--- src/rtl/ysyx_23060236_wbu.sv ---
// Writeback stage: registers one completed instruction per cycle, aligns load data,
// drives the register-file write port, counts retirements and halts on ebreak.
// Optional decode bypass outputs are enabled by defining YSYX_23060236_WBU_FWD_EN.
module ysyx_23060236_wbu #(
  parameter int ADDR_WIDTH = 4,
  parameter int DATA_WIDTH = 32   // load alignment below assumes 32
) (
  input  logic                  clock,
  input  logic                  reset_n,
  input  logic                  in_valid,
  output logic                  in_ready,
  input  logic [ADDR_WIDTH-1:0] in_rd,
  input  logic                  in_wen,
  input  logic                  in_is_load,
  input  logic [2:0]            in_funct3,
  input  logic [1:0]            in_addr_lo,
  input  logic [DATA_WIDTH-1:0] in_alu_result,
  input  logic [DATA_WIDTH-1:0] in_load_word,
  input  logic                  in_ebreak,
  output logic [DATA_WIDTH-1:0] rf_wdata,
  output logic [ADDR_WIDTH-1:0] rf_waddr,
  output logic                  rf_wen,
  output logic                  rf_valid,
  output logic [31:0]           retire_cnt,
  output logic                  halted,
  output logic                  fwd_valid,
  output logic [ADDR_WIDTH-1:0] fwd_addr,
  output logic [DATA_WIDTH-1:0] fwd_data
);

  typedef enum logic {
    RUN  = 1'b0,
    HALT = 1'b1
  } state_t;

  state_t state_q, state_d;

  logic                  full_q;
  logic [ADDR_WIDTH-1:0] rd_q;
  logic                  wen_q;
  logic [DATA_WIDTH-1:0] data_q;
  logic [31:0]           retire_q;

  logic                  transfer;
  logic [DATA_WIDTH-1:0] result;

  // Shift the addressed byte/halfword down to bit 0, then extend per funct3.
  function automatic logic [DATA_WIDTH-1:0] align_load(
    input logic [2:0]            funct3,
    input logic [1:0]            addr_lo,
    input logic [DATA_WIDTH-1:0] word
  );
    logic [DATA_WIDTH-1:0] sh_b;
    logic [DATA_WIDTH-1:0] sh_h;
    sh_b = word >> {addr_lo, 3'b000};
    sh_h = word >> {addr_lo[1], 4'b0000};
    case (funct3)
      3'b000:  align_load = {{(DATA_WIDTH-8){sh_b[7]}}, sh_b[7:0]};
      3'b100:  align_load = {{(DATA_WIDTH-8){1'b0}}, sh_b[7:0]};
      3'b001:  align_load = {{(DATA_WIDTH-16){sh_h[15]}}, sh_h[15:0]};
      3'b101:  align_load = {{(DATA_WIDTH-16){1'b0}}, sh_h[15:0]};
      default: align_load = word;
    endcase
  endfunction

  // NOTE: every output of a combinational block gets a default first so no path leaves it unassigned (no latch).
  always_comb begin
    state_d  = state_q;
    in_ready = 1'b0;
    halted   = 1'b0;
    case (state_q)
      RUN: begin
        in_ready = 1'b1;
        if (in_valid && in_ebreak) state_d = HALT;
      end
      HALT: halted = 1'b1;
      default: state_d = RUN;
    endcase
  end

  assign transfer = in_valid & in_ready;
  assign result   = in_is_load ? align_load(in_funct3, in_addr_lo, in_load_word)
                               : in_alu_result;

  // NOTE: sequential state uses non-blocking assignments so all registers update from pre-edge values.
  always_ff @(posedge clock or negedge reset_n) begin
    if (!reset_n) state_q <= RUN;
    else          state_q <= state_d;
  end

  // NOTE: the stage register is a handful of flops, so all of it is reset; outputs read 0 out of reset.
  always_ff @(posedge clock or negedge reset_n) begin
    if (!reset_n) begin
      full_q <= 1'b0;
      rd_q   <= '0;
      wen_q  <= 1'b0;
      data_q <= '0;
    end else if (transfer) begin
      full_q <= 1'b1;
      rd_q   <= in_rd;
      wen_q  <= in_wen;
      data_q <= result;
    end else begin
      full_q <= 1'b0;
    end
  end

  // Every occupied cycle is one retirement, including non-writing instructions.
  always_ff @(posedge clock or negedge reset_n) begin
    if (!reset_n)    retire_q <= '0;
    else if (full_q) retire_q <= retire_q + 32'd1;
  end

  assign rf_valid   = full_q;
  assign rf_wen     = wen_q;
  assign rf_waddr   = rd_q;
  assign rf_wdata   = data_q;
  assign retire_cnt = retire_q;

`ifdef YSYX_23060236_WBU_FWD_EN
  assign fwd_valid = full_q & wen_q & (rd_q != '0);
  assign fwd_addr  = rd_q;
  assign fwd_data  = data_q;
`else
  assign fwd_valid = 1'b0;
  assign fwd_addr  = '0;
  assign fwd_data  = '0;
`endif

endmodule

--- config.mk ---
export PLATFORM = sky130hd
export DESIGN_NAME = ysyx_23060236_wbu
export DESIGN_NICKNAME = d
export VERILOG_FILES = /design/src/rtl/ysyx_23060236_wbu.sv
export SDC_FILE = /design/constraint.sdc
export NUM_CORES = 1
export LEC_CHECK = 0
export CORE_ASPECT_RATIO = 1.4
export CORE_MARGIN = 2
export CORE_UTILIZATION = 42
export DETAILED_ROUTE_END_ITERATION = 16
export PLACE_DENSITY_LB_ADDON = 0.15
export SLEW_MARGIN = 15
export SYNTH_ARGS = -nofsm -noshare
export SYNTH_HDL_FRONTEND = slang
export SYNTH_SLANG_ARGS = --single-unit
--- constraint.sdc ---
create_clock -name clock -period 2.1 [get_ports clock]
set_input_delay 0.315 -clock clock [delete_from_list [all_inputs] [get_ports clock]]
set_output_delay 0.315 -clock clock [all_outputs]
set_load 0.01 [all_outputs]
After elaboration in Yosys (flattened, before gate mapping):

Index checks and enable logic that the tools add are counted.

* register bits after elaboration: 71
* bits in latches: 0
* bits in writable memories: 0
* bits in read-only memories: 0
* bits of input ports: 79
* output and inout bits: 109
* logic and storage cells: 22
* memories kept: 0

* $add $sub $neg: 1
* multiply operators: 0
* div/mod/pow operators: 0
* $lt $le $gt $ge: 0
* equal/unequal tests: 3
* shifts and indexed selects: 2
* mux-type cells: 7
* bitwise gates (word level): 1
* reductions and logical operators: 2

Operators by type and width (number)
* one-hot mux 32 bit (4 select lines): 1
* adder 32 x 1 -> 32 bit (second input constant): 1
* 2-to-1 mux 32 bit: 1
* right shift 32 x 5 -> 16 bit: 1
* right shift 32 x 5 -> 8 bit: 1
* == test 3 bit (second input constant): 2
* 2-to-1 mux 1 bit: 5
* == test 3 x 1 -> 1 bit (second input constant): 1
* zero test 3 bit: 1
* AND 1 bit: 1
* logical AND 1 bit: 1

Depth between registers and ports, before layout:

Gate-level depths: netlist (run 1).

* word-level depth: 3
* mapped depth: 7

Worst setup path before layout (run 1):

OpenSTA, ideal clock, no wires.

* kind: register to register
* from: register retire_q[9], in the netlist retire_cnt[9]
* to: register retire_q[31], in the netlist retire_cnt[31]
* arrival time: 1886 ps
* path slack: 89 ps
* stages on the path, launching flop included: 6
* buffers on the path: 1
* period minus slack after synthesis: 2011 ps
* cell sequence: dfrtp_1 > nand4_2 > or4_4 > buf_6 > or4_4 > xnor2_2

* cells in the longest elaborated chain, start to end: 1

Ends and longest elaborated chain
* start: declaration: RTL line 42 `logic [31:0] retire_q;`
* start signal: assignment: RTL line 111 `else if (full_q) retire_q <= retire_q + 32'd1;`
* adder 32 x 1 -> 32 bit: RTL line 111

No other way between the ends.
A chain may end at the register's enable or synchronous reset.

Worst setup path in the final report (run 1):

* from: register retire_q[12], in the netlist retire_cnt[12]
* to: register retire_q[31], in the netlist retire_cnt[31]

The elaborated chain is that of the path after synthesis.

==> flow_metrics.tcl, run 1 <==
set metrics [dict create \
    status "completed" \
    ios 188 \
    slew_violations 0 \
    grt_pass1_vias 3611 \
    syn-cell-area_um2 3980 \
    grt_pass1_wl_um 18100 \
    diodes 0 \
    r2r_cells 4 \
    cts-root-buf "clkbuf_16" \
    ant_nets 0 \
    antenna_found_initial 0 \
    clk_pin_slew_ns 0.06 \
    max_slew_margin_pct 40.4 \
    cp.arrival_ns 2.19 \
    post_cts_buffers 0 \
    via_count 3749 \
    viasPerCell 5.32 \
    p_per_area_nw_per_um2 627 \
    gr-usage-met2_pct 39.5 \
    insertion_delay_ns 0.33 \
    clk_path_buf_depth 2 \
    crit_type "reg -> reg" \
    synth_common_cells "71 x dfrtp_1, 51 x nand2_1, 38 x a21oi_1" \
    io_buffers 150 \
    core-area_um2 9350 \
    worst_pin_slew_ns 0.895 \
    ys_types 43 \
    synth_edf_count 0 \
    synth_seq_cells 71 \
    finalHoldViolations 0 \
    grt_max_degree 72 \
    drt-wirelength-per-cell_um 16.5 \
    final_nets 670 \
    synth.most_common_cell "dfrtp_1" \
    holdBufCountCts 0 \
    dp_hpwl_um 8730 \
    place.gp.congestion 0.907 \
    place_ws_ns -0.0300 \
    ir_worst_vdd_uv 324 \
    drive_gt1_share_pct 7.23 \
    rsz0062_at_grt "no" \
    yosys.area.top_type "dfrtp_1" \
    max_freq_mhz 509 \
    grt.overflow.total 0 \
    hp-class "in -> async" \
    finalCritPeriodShare_pct 93.5 \
    grt_use_met1_pct 26.6 \
    cts_tree "yes" \
    cp-start-kind "flop" \
    drt_first_pass_iters 4 \
    final.min_clock_period_ns 1.96 \
    r2r-end "retire_cnt[31]" \
    dieWidth_um 86.3 \
    wirelength_um 11600 \
    synthTopCellsByArea "dfrtp_1 45%, buf_4 7.0%, nand2_1 4.8%, a21oi_1 4.8%, o21ai_0 4.6%" \
    power_mw 3.68 \
    reg2reg_from "retire_cnt[12]" \
    syn-mean-instance-area_um2 9.18 \
    grt.met3_usage_pct 6.10 \
    num_rows 42 \
    ctsResizeCount 0 \
    start_util_pct 42.6 \
    synthCells 434 \
    setup_viol 0 \
    synth_top_flop_cell "dfrtp_1" \
    drv_cap 0 \
    synth_top_cell_area_share_pct 44.6 \
    final_cell_count_no_fill 705 \
    die_area_um2 10300 \
    yosysSeqAreaShare_pct 44.6 \
    die_h_um 119 \
    busiest_layer "met2" \
    cp.required_ns 2.32 \
    clock-sinks 71 \
    cts_buffers 9 \
    cp-end-kind "flop" \
    yosys_warnings 0 \
    ff2ff_setup_slack_ns 0.14 \
    syn_to_final_growth_pct 47.3 \
    h-tree-depth 3 \
    crit_fanout 8 \
    dp.cells 689 \
    async_flop_share_pct 100 \
    drcViolationCount 0 \
    fin_skew_ns 0.00568 \
    drt-initial-drc-count 144 \
    cellLeakagePower_nw 2.53 \
    setup_ws_ns 0.135 \
    track_usage_pct 22.9 \
]
through the flow:
step | utilization [%] | TNS, ns | area (µm²) | hold WS [ns]
detailed placement | 59.2 | -0.278 | 5540 | 0.466
global route | 62.7 | 0 | 5870 | 0.164
floorplan | - | 0 | 4120 | 0.0194
finish | 62.7 | 0 | 5870 | 0.0977
CTS | 62.7 | 0 | 5870 | 0.141
global placement | 59.2 | -0.303 | 5540 | 0.461
area by class of cell:
type	instances	area, µm²
Tap cell	110	138
Inverter	7	26.3
Timing Repair Buffer	169	1650
Clock inverter	6	91.3
Clock buffer	10	239
Multi-Input combinational cell	332	1940
Sequential cell	71	1780
Fill cell	821	3490
cells in the final DEF (no fill, tap or decap), types with 2 or more instances in the layout:
cell / netlist / routed
nand4_1: 9 / 9
o21ai_0: 37 / 37
a21o_1: 6 / 6
and4_1: 4 / 4
nand2b_1: 3 / 3
or4_4: 2 / 2
nand3b_1: 6 / 6
conb_1: 1 / 37
dfrtp_1: 71 / 71
bufinv_16: 0 / 2
mux2_2: 2 / 2
nand2_1: 51 / 51
a22oi_1: 8 / 8
xnor2_1: 18 / 18
xor2_1: 12 / 12
clkdlybuf4s50_1: 0 / 149
inv_1: 7 / 7
nor3b_1: 8 / 8
clkbuf_16: 0 / 9
a21oi_1: 38 / 38
and3_1: 2 / 2
or3_1: 28 / 28
o2111ai_1: 2 / 2
buf_4: 37 / 19
a211o_1: 6 / 6
nor2_1: 7 / 7
nor4_1: 5 / 5
nand3_1: 11 / 11
nor3_1: 7 / 7
mux2i_1: 2 / 2
inv_6: 0 / 2
a31oi_1: 2 / 2
nor2b_1: 7 / 7
a22o_1: 3 / 3
report_power, final:
group / leakage [nW] / total, mW / switching (mW) / internal (mW)
clock network: 0.163 / 1.68 / 0.602 / 1.08
registers: 0.930 / 1.45 / 0.0307 / 1.42
logic: 1.44 / 0.546 / 0.249 / 0.297
registers in the layout, summed over array words and instances (netlist names):
signal      flops
retire_cnt     32
rf_waddr        4
state_q         1
rf_wdata       32
rf_wen          1
rf_valid        1
worst max-delay path, cell delays in order, from the launching register on:
cell and delay (ns):
dfrtp_1 0.42, nand4_2 0.15, or4_4 0.61, or4_4 0.52, xnor2_2 0.14
worst max-delay path by stage:
stage	startpoint	slack, ns	to
6_report	retire_cnt[12]	0.14	retire_cnt[31]
5_1_grt	retire_cnt[0]	0.07	retire_cnt[16]
4_1_cts	retire_cnt[11]	0.14	retire_cnt[31]
3_5_place_dp	in_addr_lo[0]	-0.03	rf_wdata[24]
3_3_place_gp	in_addr_lo[0]	-0.02	rf_wdata[30]
2_1_floorplan	retire_cnt[9]	0.09	retire_cnt[31]
routing by layer:
metal	part of all wire [%]	wire, µm
met2	51	5940
met3	6.3	731
met5	0	0
met4	2.9	332
met1	40	4620
kinds of logic (layout without fill, tap and decap cells):
family | Yosys count | in the layout | share of synthesized area [%]
DFF | 71 | 71 | 44.6
other | 1 | 37 | 0.0941
adders and majority gates | 1 | 1 | 0.314
AOI/OAI and AO/OA | 106 | 106 | 15.6
muxes | 5 | 5 | 1.63
and+or+nand+nor | 152 | 152 | 20.8
buffers and inverters | 67 | 192 | 10.0
xor gates and xnor gates | 31 | 31 | 7.00
Note: power is estimated with default switching activity, not from simulation.
==> run 2, diff against run 1 <==
--- a/config.mk
+++ b/config.mk
@@ -10,6 +10,7 @@
 export CORE_UTILIZATION = 42
 export DETAILED_ROUTE_END_ITERATION = 16
 export PLACE_DENSITY_LB_ADDON = 0.15
+export REMOVE_ABC_BUFFERS = 1
 export SLEW_MARGIN = 15
 export SYNTH_ARGS = -nofsm -noshare
 export SYNTH_HDL_FRONTEND = slang
==> run 2 against run 1 <==
Compared with the run above:
- maximum frequency up 1.8%
- non-clock buffer count rose by 10
- final area grew 2.0%
- setup slack better by 0.035 ns
- register-to-register slack better by 0.03 ns
- clock-buffer cell count increased by 1
- die area unchanged
- via count increased by 0.91%
- power rose by 5.9%
- critical path type unchanged
==> flow_metrics.tcl, run 2 (synthesized netlist as in run 1, its figures left out) <==
set metrics [dict create \
    status "completed" \
    reg2reg_from "retire_cnt[12]" \
    h-tree-depth 3 \
    dp_hpwl_um 8610 \
    slew_violations 0 \
    holdWs_ns 0.115 \
    grt_max_degree 72 \
    r2r_cells 5 \
    antenna_found_initial 0 \
    busiest_layer "met2" \
    clock-sinks 71 \
    holdBufCountCts 0 \
    drt-initial-drc-count 196 \
    drt_first_pass_iters 5 \
    die_h_um 119 \
    crit_type "reg -> reg" \
    via_count 3783 \
    cp-start-kind "flop" \
    ant_nets 0 \
    drt-wirelength-per-cell_um 16.7 \
    mostFrequentLayoutCells "149 x clkdlybuf4s50_1, 71 x dfrtp_1, 51 x nand2_1" \
    r2r-end "retire_cnt[29]" \
    drive_gt1_share_pct 8.60 \
    grt_use_met1_pct 29.7 \
    switching_share_pct 22.1 \
    p_int_mw 3.04 \
    setup_viol 0 \
    switchingPower_uw 860 \
    start_util_pct 42.6 \
    cts_tree "yes" \
    ctsResizeCount 0 \
    layout_commonest_cell "clkdlybuf4s50_1" \
    cp.required_ns 2.36 \
    num_rows 42 \
    grt.met3_usage_pct 5.06 \
    clk_path_buf_depth 2 \
    crit_fanout 7 \
    p_per_area_nw_per_um2 652 \
    ff2ff_setup_slack_ns 0.17 \
    place_ws_ns -0.0812 \
    die_area_um2 10300 \
    wirelength_um 12000 \
    syn_to_final_growth_pct 50.2 \
    power_frac_seq_pct 37.2 \
    max_slew_margin_pct 38.7 \
    finalCritPeriodShare_pct 91.9 \
    io_buffers 150 \
    drcViolationCount 0 \
    cts-root-buf "clkbuf_16" \
    cellLeakagePower_nw 2.60 \
    drv_cap 0 \
    diodes 0 \
    setup_ws_ns 0.170 \
    rsz0062_at_grt "no" \
    dieWidth_um 86.3 \
    post_cts_buffers 0 \
    grt_pass1_wl_um 19700 \
    cp.arrival_ns 2.19 \
    place.gp.congestion 0.867 \
    grt.overflow.total 0 \
    viasPerCell 5.29 \
    hp-class "in -> async" \
    fin_skew_ns 0.00516 \
    ir_worst_vdd_uv 538 \
    gr-usage-met2_pct 40.5 \
    grt_pass1_vias 3936 \
    track_usage_pct 24.3 \
    ios 188 \
    worst_pin_slew_ns 0.919 \
    insertion_delay_ns 0.34 \
    comb_power_share_pct 14.0 \
    cts_buffers 9 \
    max_freq_mhz 518 \
    finalHoldViolations 0 \
    final.min_clock_period_ns 1.93 \
    power_mw 3.90 \
    core-area_um2 9350 \
    clkPwrFrac_pct 48.7 \
    clk_pin_slew_ns 0.06 \
    final_nets 680 \
    cp-end-kind "flop" \
]
-- run 2: worst max path at each step --
stage | from | end | slack (ns)
floorplan | state_q | rf_wdata[30] | -0.55
global placement | in_addr_lo[0] | rf_wdata[28] | 0.03
detailed placement | in_addr_lo[0] | rf_wdata[17] | -0.08
CTS | retire_cnt[12] | retire_cnt[29] | 0.15
global route | retire_cnt[11] | retire_cnt[29] | 0.01
finish | retire_cnt[12] | retire_cnt[29] | 0.17
-- run 2: routing by layer --
layer	up-vias	wire, µm
li1	1798	-
met1	1785	4900
met2	172	5980
met3	28	757
met4	0	319
met5	-	0
-- run 2: final cells by class --
| class | instances | area [µm²] |
|---|---|---|
| clock buffers | 11 | 243 |
| multi-input cells | 332 | 1940 |
| clock inverters | 5 | 129 |
| flip-flops and latches | 71 | 1780 |
| fillers | 816 | 3370 |
| inverters | 7 | 26.3 |
| repair buffers | 179 | 1730 |
| well taps | 110 | 138 |
-- run 2: per-stage QoR --
step	cells	TNS [ns]	instance area (µm²)	util (%)
after floorplan	410	-10.82	3750	-
after CTS	715	0	5980	64.0
after global routing	715	0	5980	64.0
after global placement	699	0	5610	60.0
after detailed placement	699	-0.791	5610	60.0
final	715	0	5980	64.0
-- run 2: power groups by stage --
stage | clock [mW] | combinational, mW | sequential [mW]
3_3_place_gp | 0 | 0.539 | 1.47
6_report | 1.90 | 0.548 | 1.45
2_1_floorplan | 0 | 0.142 | 1.50
5_1_grt | 1.98 | 0.594 | 1.46
3_5_place_dp | 0 | 0.543 | 1.48
4_1_cts | 1.93 | 0.548 | 1.45
-- run 2: worst max-delay path, cell delays in order (launching register included) --
cell	delay (ns)
dfrtp_1	0.42
nand4_2	0.16
or4_4	0.56
buf_4	0.18
nor4_1	0.35
xor2_1	0.18
